===== config.mk =====
export PLATFORM = sky130hd
export DESIGN_NAME = intr_vec_rx_flat
export DESIGN_NICKNAME = d
export VERILOG_FILES = /design/src/rtl/intr_pkg.sv /design/src/rtl/intr_vec_rx_if.sv /design/src/rtl/intr_vec_fifo.sv /design/src/rtl/intr_vec_rx.sv /design/src/flat_wrapper.sv
export SDC_FILE = /design/constraint.sdc
export NUM_CORES = 1
export LEC_CHECK = 0
export CORE_ASPECT_RATIO = 1.1
export CORE_MARGIN = 1
export CORE_UTILIZATION = 52
export DETAILED_ROUTE_END_ITERATION = 8
export MAX_ROUTING_LAYER = met4
export PLACE_DENSITY = 0.89
export SLEW_MARGIN = 20
export SYNTH_ARGS = -nofsm -noshare
export SYNTH_HDL_FRONTEND = slang
export SYNTH_SLANG_ARGS = --single-unit

===== constraint.sdc =====
create_clock -name clk -period 3.1 [get_ports clk]
set_input_delay 0.62 -clock clk [delete_from_list [all_inputs] [get_ports clk]]
set_output_delay 0.62 -clock clk [all_outputs]
set_load 0.02 [all_outputs]

===== src/rtl/intr_pkg.sv =====
// intr_pkg: shared receive-FSM encoding, width helper and protocol
// defaults for the interrupt-vector pulse protocol (sender and receiver).
package intr_pkg;

    localparam int INTR_CYCLES_DEF = 2;
    localparam int PORTS_DEF       = 32;
    localparam int FIFO_DEPTH_DEF  = 8;

    typedef enum logic [1:0] {
        RX_WAIT_LOW = 2'd0,
        RX_IDLE     = 2'd1,
        RX_HIGH     = 2'd2
    } rx_state_e;

    function automatic int nw_of(input int ports);
        return (ports > 1) ? $clog2(ports) : 1;
    endfunction

endpackage


===== src/rtl/intr_vec_rx_if.sv =====
// intr_vec_rx_if: pulse input, mask, clear strobe, vector pop handshake
// and status bundle of the interrupt-vector receiver.
interface intr_vec_rx_if
    import intr_pkg::*;
#(
    parameter int PORTS = PORTS_DEF
);
    localparam int NW = nw_of(PORTS);

    logic             intr_vec_req;
    logic [NW-1:0]    intr_num;
    logic [PORTS-1:0] mask;
    logic             clr_valid;
    logic [NW-1:0]    clr_num;
    logic             vec_valid;
    logic [NW-1:0]    vec_num;
    logic             vec_ready;
    logic [PORTS-1:0] pending;
    logic             irq;
    logic             overflow;
    logic             proto_err;

    modport master (
        output intr_vec_req, intr_num, mask,
        output clr_valid, clr_num, vec_ready,
        input  vec_valid, vec_num, pending,
        input  irq, overflow, proto_err
    );

    modport slave (
        input  intr_vec_req, intr_num, mask,
        input  clr_valid, clr_num, vec_ready,
        output vec_valid, vec_num, pending,
        output irq, overflow, proto_err
    );

endinterface


===== src/rtl/intr_vec_fifo.sv =====
// intr_vec_fifo: synchronous first-word-fall-through FIFO with
// wrap-bit pointers; a push into a full FIFO lands if a pop happens too.
module intr_vec_fifo #(
    parameter int WIDTH = 5,
    parameter int DEPTH = 8
) (
    input  logic             clk,
    input  logic             rst,
    input  logic             push,
    input  logic [WIDTH-1:0] push_data,
    input  logic             pop,
    output logic             full,
    output logic             empty,
    output logic [WIDTH-1:0] head
);
    localparam int AW = $clog2(DEPTH);

    logic [WIDTH-1:0] mem_q [DEPTH];
    logic [AW:0]      wr_ptr_q;
    logic [AW:0]      wr_ptr_d;
    logic [AW:0]      rd_ptr_q;
    logic [AW:0]      rd_ptr_d;
    logic             do_push;
    logic             do_pop;

    assign empty = (wr_ptr_q == rd_ptr_q);
    assign full  = (wr_ptr_q[AW] != rd_ptr_q[AW])
                && (wr_ptr_q[AW-1:0] == rd_ptr_q[AW-1:0]);

    assign do_pop  = pop && !empty;
    assign do_push = push && (!full || do_pop);
    assign head    = mem_q[rd_ptr_q[AW-1:0]];

    always_comb begin
        wr_ptr_d = wr_ptr_q + {{AW{1'b0}}, do_push};
        rd_ptr_d = rd_ptr_q + {{AW{1'b0}}, do_pop};
    end

    always_ff @(posedge clk) begin
        if (rst) begin
            wr_ptr_q <= '0;
            rd_ptr_q <= '0;
        end else begin
            wr_ptr_q <= wr_ptr_d;
            rd_ptr_q <= rd_ptr_d;
        end
    end

    // Storage needs no reset: empty gates every read of it.
    always_ff @(posedge clk) begin
        if (do_push) begin
            mem_q[wr_ptr_q[AW-1:0]] <= push_data;
        end
    end

endmodule


===== src/rtl/intr_vec_rx.sv =====
// intr_vec_rx: interrupt-vector pulse receiver with pending bitmap, mask
// and vector FIFO. Define INTR_VEC_RX_PROTO_CHECK_EN for pulse timing checks.
module intr_vec_rx
    import intr_pkg::*;
#(
    parameter int PORTS       = PORTS_DEF,
    parameter int INTR_CYCLES = INTR_CYCLES_DEF,
    parameter int FIFO_DEPTH  = FIFO_DEPTH_DEF
) (
    input logic          clk,
    input logic          rst,
    intr_vec_rx_if.slave bus
);
    localparam int NW = nw_of(PORTS);

    generate
        if (FIFO_DEPTH < 2
            || (FIFO_DEPTH & (FIFO_DEPTH - 1)) != 0
            || INTR_CYCLES < 1
            || INTR_CYCLES > 255) begin : g_bad_cfg
            $error("intr_vec_rx: bad FIFO_DEPTH or INTR_CYCLES");
        end
    endgenerate

    rx_state_e        state_q;
    logic [PORTS-1:0] pending_q;
    logic [PORTS-1:0] pending_d;
    logic             irq_q;
    logic             overflow_q;

    logic             capture;
    logic             evt_in_range;
    logic             evt_hit;
    logic             evt_new;
    logic             evt_push;
    logic             clr_hit;
    logic             pop_fire;
    logic             drop;

    logic             fifo_full;
    logic             fifo_empty;
    logic [NW-1:0]    fifo_head;

    // One event per pulse: only the IDLE->HIGH edge captures.
    assign capture      = (state_q == RX_IDLE) && bus.intr_vec_req;
    assign evt_in_range = 32'(bus.intr_num) < PORTS;
    assign evt_hit      = capture && evt_in_range;
    assign evt_new      = evt_hit && !pending_q[bus.intr_num];
    assign evt_push     = evt_new && !bus.mask[bus.intr_num];
    assign clr_hit      = bus.clr_valid
                       && (32'(bus.clr_num) < PORTS);

    assign pop_fire = bus.vec_ready && !fifo_empty;
    assign drop     = evt_push && fifo_full && !pop_fire;

    always_comb begin
        pending_d = pending_q;
        if (clr_hit) begin
            pending_d[bus.clr_num] = 1'b0;
        end
        if (evt_hit) begin
            pending_d[bus.intr_num] = 1'b1;
        end
    end

    always_ff @(posedge clk) begin
        if (rst) begin
            state_q    <= RX_WAIT_LOW;
            pending_q  <= '0;
            irq_q      <= 1'b0;
            overflow_q <= 1'b0;
        end else begin
            unique case (state_q)
                RX_WAIT_LOW: begin
                    if (!bus.intr_vec_req) state_q <= RX_IDLE;
                end
                RX_IDLE: begin
                    if (bus.intr_vec_req) state_q <= RX_HIGH;
                end
                RX_HIGH: begin
                    if (!bus.intr_vec_req) state_q <= RX_IDLE;
                end
                default: state_q <= RX_WAIT_LOW;
            endcase
            pending_q <= pending_d;
            irq_q     <= |(pending_q & ~bus.mask);
            if (drop) begin
                overflow_q <= 1'b1;
            end
        end
    end

    intr_vec_fifo #(
        .WIDTH (NW),
        .DEPTH (FIFO_DEPTH)
    ) u_fifo (
        .clk       (clk),
        .rst       (rst),
        .push      (evt_push),
        .push_data (bus.intr_num),
        .pop       (bus.vec_ready),
        .full      (fifo_full),
        .empty     (fifo_empty),
        .head      (fifo_head)
    );

    assign bus.vec_valid = !fifo_empty;
    assign bus.vec_num   = fifo_empty ? '0 : fifo_head;
    assign bus.pending   = pending_q;
    assign bus.irq       = irq_q;
    assign bus.overflow  = overflow_q;

`ifdef INTR_VEC_RX_PROTO_CHECK_EN
    logic [7:0]    cnt_q;
    logic          prev_req_q;
    logic [NW-1:0] prev_num_q;
    logic          armed_q;
    logic          high_armed_q;
    logic          had_pulse_q;
    logic          proto_err_q;
    logic          rise;
    logic          fall;
    logic          err_now;

    assign rise = bus.intr_vec_req && !prev_req_q;
    assign fall = !bus.intr_vec_req && prev_req_q;

    // Phases cut short by reset are not judged: a high phase counts only
    // if low was seen first, a low phase only after a judged pulse.
    always_comb begin
        err_now = 1'b0;
        if (fall && high_armed_q
            && cnt_q != 8'(INTR_CYCLES)) begin
            err_now = 1'b1;
        end
        if (rise && had_pulse_q
            && cnt_q < 8'(INTR_CYCLES)) begin
            err_now = 1'b1;
        end
        if (bus.intr_vec_req && prev_req_q
            && bus.intr_num != prev_num_q) begin
            err_now = 1'b1;
        end
    end

    always_ff @(posedge clk) begin
        if (rst) begin
            cnt_q        <= '0;
            prev_req_q   <= 1'b0;
            prev_num_q   <= '0;
            armed_q      <= 1'b0;
            high_armed_q <= 1'b0;
            had_pulse_q  <= 1'b0;
            proto_err_q  <= 1'b0;
        end else begin
            prev_req_q <= bus.intr_vec_req;
            prev_num_q <= bus.intr_num;
            armed_q    <= armed_q || !bus.intr_vec_req;
            if (rise) begin
                high_armed_q <= armed_q;
            end
            if (fall) begin
                had_pulse_q <= had_pulse_q || high_armed_q;
            end
            if (rise || fall) begin
                cnt_q <= 8'd1;
            end else if (cnt_q != 8'hFF) begin
                cnt_q <= cnt_q + 8'd1;
            end
            if (err_now) begin
                proto_err_q <= 1'b1;
            end
        end
    end

    assign bus.proto_err = proto_err_q;
`else
    assign bus.proto_err = 1'b0;
`endif

endmodule


===== src/flat_wrapper.sv =====
// flat-port wrapper written by rule: the top's interface ports become plain ports
module intr_vec_rx_flat import intr_pkg::*;
#(
    parameter int PORTS       = PORTS_DEF,
    parameter int INTR_CYCLES = INTR_CYCLES_DEF,
    parameter int FIFO_DEPTH  = FIFO_DEPTH_DEF
)
  (clk, rst, bus_intr_vec_req, bus_intr_num, bus_mask, bus_clr_valid, bus_clr_num, bus_vec_ready, bus_vec_valid, bus_vec_num, bus_pending, bus_irq, bus_overflow, bus_proto_err);
  intr_vec_rx_if #(.PORTS(PORTS)) bus_i ();
  input logic clk;
  input logic rst;
  input wire logic [$bits(bus_i.intr_vec_req)-1:0] bus_intr_vec_req;
  input wire logic [$bits(bus_i.intr_num)-1:0] bus_intr_num;
  input wire logic [$bits(bus_i.mask)-1:0] bus_mask;
  input wire logic [$bits(bus_i.clr_valid)-1:0] bus_clr_valid;
  input wire logic [$bits(bus_i.clr_num)-1:0] bus_clr_num;
  input wire logic [$bits(bus_i.vec_ready)-1:0] bus_vec_ready;
  output wire logic [$bits(bus_i.vec_valid)-1:0] bus_vec_valid;
  output wire logic [$bits(bus_i.vec_num)-1:0] bus_vec_num;
  output wire logic [$bits(bus_i.pending)-1:0] bus_pending;
  output wire logic [$bits(bus_i.irq)-1:0] bus_irq;
  output wire logic [$bits(bus_i.overflow)-1:0] bus_overflow;
  output wire logic [$bits(bus_i.proto_err)-1:0] bus_proto_err;
  assign bus_i.intr_vec_req = bus_intr_vec_req;
  assign bus_i.intr_num = bus_intr_num;
  assign bus_i.mask = bus_mask;
  assign bus_i.clr_valid = bus_clr_valid;
  assign bus_i.clr_num = bus_clr_num;
  assign bus_i.vec_ready = bus_vec_ready;
  assign bus_vec_valid = bus_i.vec_valid;
  assign bus_vec_num = bus_i.vec_num;
  assign bus_pending = bus_i.pending;
  assign bus_irq = bus_i.irq;
  assign bus_overflow = bus_i.overflow;
  assign bus_proto_err = bus_i.proto_err;
  intr_vec_rx #(.PORTS(PORTS), .INTR_CYCLES(INTR_CYCLES), .FIFO_DEPTH(FIFO_DEPTH)) u_core (.clk(clk), .rst(rst), .bus(bus_i));
endmodule

-- After elaboration in Yosys (flattened, before gate mapping)
Memory sizes are Yosys's and may differ from the RTL's. A register that Yosys moved wholly into a read port is not among the register bits.
Index checks and enable logic that the tools add are counted.
- bits in registers: 44
- memory bits (writable): 40
- input bits: 47
- output and inout bits: 41
- word-level logic and storage cells: 62
- memories: 1
- add/sub/neg operators: 2
- magnitude comparators: 4
- equality and inequality tests: 7
- muxes and demuxes: 17
- bitwise gates (word level): 5
- reduce and logical (&&, ||, !) cells: 20
- memories (memory ; depth ; width ; read ports ; clocked after memory_dff ; write ports ; RTL line ; RTL):
    u_core.u_fifo.mem_q ; 8 ; 5 ; 1 ; 1 ; 1 ; intr_vec_fifo.sv:18 ; logic [WIDTH-1:0] mem_q [DEPTH];
- operator list (kind ; count):
    $and 32x32->32 ; 2
    $mux 32 ; 2
    $not 32->32 ; 2
    $or 32x32->32 ; 1
    $reduce_or 32->1 ; 1
    $lt 5x6->1 const B ; 2
    $bmux 1 s5 ; 2
    $demux 1 s5 ; 2
    $ge 5x1->1 const B ; 2
    $logic_and 1x1->1 ; 10
    $add 4x1->4 ; 2
    $mux 1 ; 6
    $logic_not 1->1 ; 5
    $mux 5 ; 1
    $eq 4x4->1 ; 1
    $mux 2 ; 2
    $ne 2x2->1 const B ; 2
    $pmux 2 s2 ; 1
    $eq 3x3->1 ; 1
    $mux 3 ; 1
    $eq 2x1->1 const B ; 1
    $eq 2x2->1 const B ; 1
    $logic_not 2->1 ; 1
    $reduce_and 2->1 ; 1
    other kinds (3) ; 3

-- Logic depth before layout (Yosys ltp)
- depth in word-level cells: 9
- gate-level depth with buffers: 12
- gate-level depth less buffers: 9

-- Cells and area by module
Synthesis repeated with hierarchy kept, for this count alone.
- cells, all modules: 419
- area total of the unflattened synthesis: 4284.1 µm²
- modules (own cells, without submodules) (module ; times used ; cells an instance ; area each (µm²) ; seq. area each (µm²)):
    intr_vec_rx ; 1 ; 303 ; 2229.6 ; 720.7
    intr_vec_fifo ; 1 ; 116 ; 2054.5 ; 1361.3

-- Worst setup path after synthesis
OpenSTA, ideal clock, no wires.
- kind: in2reg
- start point: in bus_intr_num[0]
- end point: mem u_core.u_fifo.mem_q[0][0], enable pin
- library setup time: 0.381 ns
- data arrival time: 2.357 ns
- data required time: 2.719 ns
- setup slack: 0.361 ns
- stages: 6
- buffers on the path: 2
- cell sequence: buf_6 -> buf_8 -> mux4_2 -> a22oi_4 -> nand4_4 -> nor4_1
- word-level cells in the longest chain between the ends: 8
- elaborated cells between the ends (all ways): 11
- classes of those cells: mux (6); reduce/logical (5)
- ends and longest elaborated chain (item ; RTL line ; RTL):
    start, declared ; flat_wrapper.sv:13 ; input wire logic [$bits(bus_i.intr_num)-1:0] bus_intr_num;
    $bmux 1 s5 ; intr_vec_rx.sv:48 ; assign evt_new = evt_hit && !pending_q[bus.intr_num];
    $mux 1 (not written as such) ; intr_vec_rx.sv:48 ;
    $logic_not 1->1 ; intr_vec_rx.sv:48 ;
    $logic_and 1x1->1 ; intr_vec_rx.sv:48 ;
    $logic_and 1x1->1 * ; intr_vec_rx.sv:49 ; assign evt_push = evt_new && !bus.mask[bus.intr_num];
    $logic_and 1x1->1 * ; intr_vec_fifo.sv:31 ; assign do_push = push && (!full || do_pop);
    $mux 1 * ; intr_vec_fifo.sv:51 ; if (do_push) begin
    $mux 1 (not written as such) * ; intr_vec_fifo.sv:52 ; mem_q[wr_ptr_q[AW-1:0]] <= push_data;
    end, declared ; intr_vec_fifo.sv:18 ;
Every way passes the cells marked *; elsewhere a longest branch is shown, timed or not. The select of a mux whose other input is x is not followed.

-- Worst setup path in the final report
- start point: reg u_core.u_fifo.wr_ptr_q[2]
- end point: out bus_vec_num[0]
- word-level cells in the longest chain between the ends: 2
- ends and longest elaborated chain (item ; RTL line ; RTL):
    start, declared ; intr_vec_fifo.sv:19 ; logic [AW:0] wr_ptr_q;
    start signal, assigned ; intr_vec_fifo.sv:44 ; wr_ptr_q <= wr_ptr_d;
    $eq 4x4->1 ; intr_vec_fifo.sv:26 ; assign empty = (wr_ptr_q == rd_ptr_q);
    $mux 5 ; intr_vec_rx.sv:108 ; assign bus.vec_num = fifo_empty ? '0 : fifo_head;
    end, declared ; flat_wrapper.sv:19 ; output wire logic [$bits(bus_i.vec_num)-1:0] bus_vec_num;
Every way passes these cells.

==> flow_summary_export.csv <==
group,metric,value,unit
setup_path,crit_fanout,11,
clock_network,clkTransAtPathRegs,0.09,ns
floorplan,dieArea,0.00864,sq mm
setup_path,crit_arrival,2.30,ns
setup_path,crit_path_max_incr_delay,0.57,ns
placed_design,place.gp.congestion,0.977,
floorplan,die_h,97.4,um
global_routing,grt_pass1_wl,19.4,mm
synth,syn_avg_cell_area,10.5,sq um
placed_design,io_buffers,86,
setup_path,endpoint,"bus_vec_num[0]",
clock_network,clockBufferDepth,2,
clock_network,post-cts-setup-buffer-count,0,
synth,synthAdderAreaFrac,1.16,%
synth,synthTopCellsByArea,"edfxtp_1 28%, dfxtp_1 20%, mux4_2 6.8%",
cells_and_area,diodes,0,
setup_path,critical_path_required,2.48,ns
timing,rsz0062_at_grt,"no",
global_routing,use_met2,49.8,%
global_routing,antenna_found_initial,0,
synth,yosysUniqueCellTypes,53,
synth,yosysTopAreaCell,"edfxtp_1",
setup_path,critPathKind,"reg2out",
route,routed_wl,12.5,mm
setup_path,cp-end-kind,"output port",
synth,synth_top_family_by_area,"simple AND/OR/NAND/NOR gates",
route,wl_per_cell,19.8,um
global_routing,use_met1,36.9,%
timing,setup-violations-final,0,
setup_path,cp-startpoint,"u_core.u_fifo.wr_ptr_q[2]",
clock_network,cts_root_buffer,"clkbuf_8",
floorplan,io_pins,88,
timing,relSlewSlack,53.7,%
synth,synth_compound_area_share,14.3,%
global_routing,grt-ovfl-total,0,
global_routing,grt_pass1_vias,3771,
global_routing,busiest_layer,"met2",
synth,synth_nets,460,
cells_and_area,fillers,586,
floorplan,placementRows,34,
timing,slew_viol_final,0,
setup_path,cp-start-kind,"flip-flop",
min_path,holdCritStartpoint,"u_core.state_q[1]",
synth,synthMuxAreaShare,11.4,%
route,drtIter0Drc,273,
cells_and_area,final_layout_size_suffix_gt1_share,16.2,%
synth,ys_ff_latch,84,
cells_and_area,regArea,0.00208,sq mm
timing,finClkSkew,0.00969,ns
power_and_ir_drop,p_leak,1.92,nW
outcome,outcome,"completed",
route,drc,0,
min_path,hold_path.class,"reg2reg",
timing,fmax,342,MHz
global_routing,grt_start_max_net_pins,28,
synth,ys_warn_count,0,
placed_design,hpwl,9.32,mm
synth,yosysTopAreaCellShare,27.9,%
synth,yosys.area_share.xor_xnor,1.83,%
setup_path,cp_cell_sequence,"xnor2_1 > nand3_1 > nor2b_1 > nor2_1 > clkdlybuf4s50_1",
synth,synth_top_flop_cell,"dfxtp_1",
global_routing,globalRouteMet3Util,6.71,%
clock_network,clk_latency,0.36,ns
synth,netlist_area,0.00430,sq mm
synth,postSynthCellCount,409,
global_routing,gr-usage-all-layers,31.6,%
setup_path,r2r_slack,0.83,ns
floorplan,die_w,88.7,um
clock_network,h-tree-depth,3,
route,vias,3871,
cells_and_area,multi_input_area,0.00196,sq mm
cells_and_area,final_util,71.3,%
min_path,worstHoldPathCells,1,
setup_path,timing.rr.end,"u_core.u_fifo.mem_q[0][0]",
cells_and_area,final_net_count,572,
timing,holdWs,0.483,ns
timing,tightest_slew,0.691,ns
synth,netlist_top_cells_count,"44 x dfxtp_1, 40 x edfxtp_1, 36 x inv_1",
clock_network,cts_buffers,9,
floorplan,start_util,54.0,%
job,cap_violations,0,
timing,period_share,94.2,%
floorplan,coreArea,0.00796,sq mm
setup_path,r2r_cells,7,
power_and_ir_drop,ir_worst_vdd,0.256,mV
route,final_antenna_net_count,0,
timing,finalHoldViolations,0,
setup_path,slowest_stage,"dfxtp_1",
clock_network,cts_tree,"built",
cells_and_area,syn_to_final_growth,31.9,%
timing,fin_crit,2.92,ns
power_and_ir_drop,powerDensity,396,mW/mm^2
synth,synthArstFlopShare,0,%
synth,synth_enable_flop_cells,40,
route,vias_per_cell,6.11,
setup_path,r2r_start,"u_core.bus.pending[3]",
route,firstDrtPassIters,5,
synth,synth_most_common_cell,"dfxtp_1",
clock_network,clock_sinks,84,
synth,synthSimpleGateAreaFrac,16.7,%
synth,ys_seq_area_share,48.4,%
[power by group]
part | internal [mW] | total [mW] | switching (mW)
clock | 0.375 | 0.788 | 0.413
combinational | 0.144 | 0.290 | 0.146
sequential | 1.16 | 1.17 | 0.00544
total | 1.68 | 2.25 | 0.565
[metal layers]
metal / share of wire, % / up-vias
li1: - / 1731
met1: 37 / 1831
met2: 49 / 255
met3: 8.7 / 54
met4: 5.2 / 0
met5: 0 / -
[cell families (layout without fill, tap and decap cells)]
kind of cell | after synthesis | count (layout)
other | 1 | 1
muxes | 32 | 32
and+or+nand+nor | 122 | 122
xor gates and xnor gates | 9 | 9
AOI/OAI and AO/OA | 99 | 99
buffers and inverters | 58 | 175
DFF | 84 | 84
adders and majority gates | 4 | 4
[critical path: cells and delay by family, from the launching register on]
family	cells	cell delay (ns)
flip-flops	1	0.57
XOR/XNOR	1	0.18
AND/OR/NAND/NOR	3	0.64
buffers and inverters	1	0.56
[cells in the final DEF (no fill, tap or decap), types with 2 or more instances in the layout]
cell,instances
o311ai_0,2
inv_1,36
edfxtp_1,40
or3b_1,3
xnor2_1,7
nand2b_1,2
dfxtp_1,44
buf_4,35
mux2i_1,12
inv_6,2
and3_1,2
nor4_1,13
nor3b_2,2
a21oi_1,34
clkbuf_8,9
nor3_1,5
clkdlybuf4s50_1,86
o22ai_1,13
nand2_1,35
xor2_1,2
buf_12,2
and3b_1,2
clkinvlp_4,3
mux4_2,13
o21ai_0,32
or3b_2,5
mux2_2,5
or3_1,2
ha_1,4
nand3_1,7
o32ai_1,2
a31oi_1,2
nor2_1,17
nor3b_1,5
nand3b_1,10
a221oi_1,5
nand4_4,2
nor2b_1,6
[worst min-delay path by stage]
stage / end
after floorplan: u_core.state_q[0]
after global placement: u_core.state_q[0]
after detailed placement: u_core.state_q[0]
after CTS: u_core.state_q[0]
after global routing: u_core.state_q[0]
final: u_core.state_q[0]
[flip-flops by register name (all words and copies together) (netlist names)]
signal                  count
u_core.u_fifo.wr_ptr_q      4
u_core.u_fifo.mem_q        40
u_core.u_fifo.rd_ptr_q      4
u_core.bus.irq              1
u_core.bus.pending         32
u_core.state_q              2
u_core.bus.overflow         1
[layout make-up]
class	instances	area share [%]
clock inverters	7	1.30
inverters	36	2.38
flip-flops and latches	84	36.7
repair buffers	123	20.5
well taps	108	2.38
multi-input cells	267	34.5
clock buffers	9	2.18
[metrics by stage]
step | area, sq um | total power [mW] | std cells | setup TNS, ns | setup WS, ns
final | 5670 | 2.25 | 634 | 0 | 0.180
after global routing | 5670 | 2.32 | 634 | 0 | 0.00144
after CTS | 5670 | 2.25 | 634 | 0 | 0.138
after detailed placement | 5470 | 1.48 | 618 | -4.78 | -0.179
after global placement | 5470 | 1.48 | 618 | -4.42 | -0.182
after floorplan | 4300 | 1.33 | 409 | 0 | 0.361
[what timing repair did]
action | 4_1_cts | 5_1_grt
resized for setup | 0 | 1
setup endpoints to repair | 0 | 1
hold buffers | 0 | 0
Power figures use the tool's default switching activity.
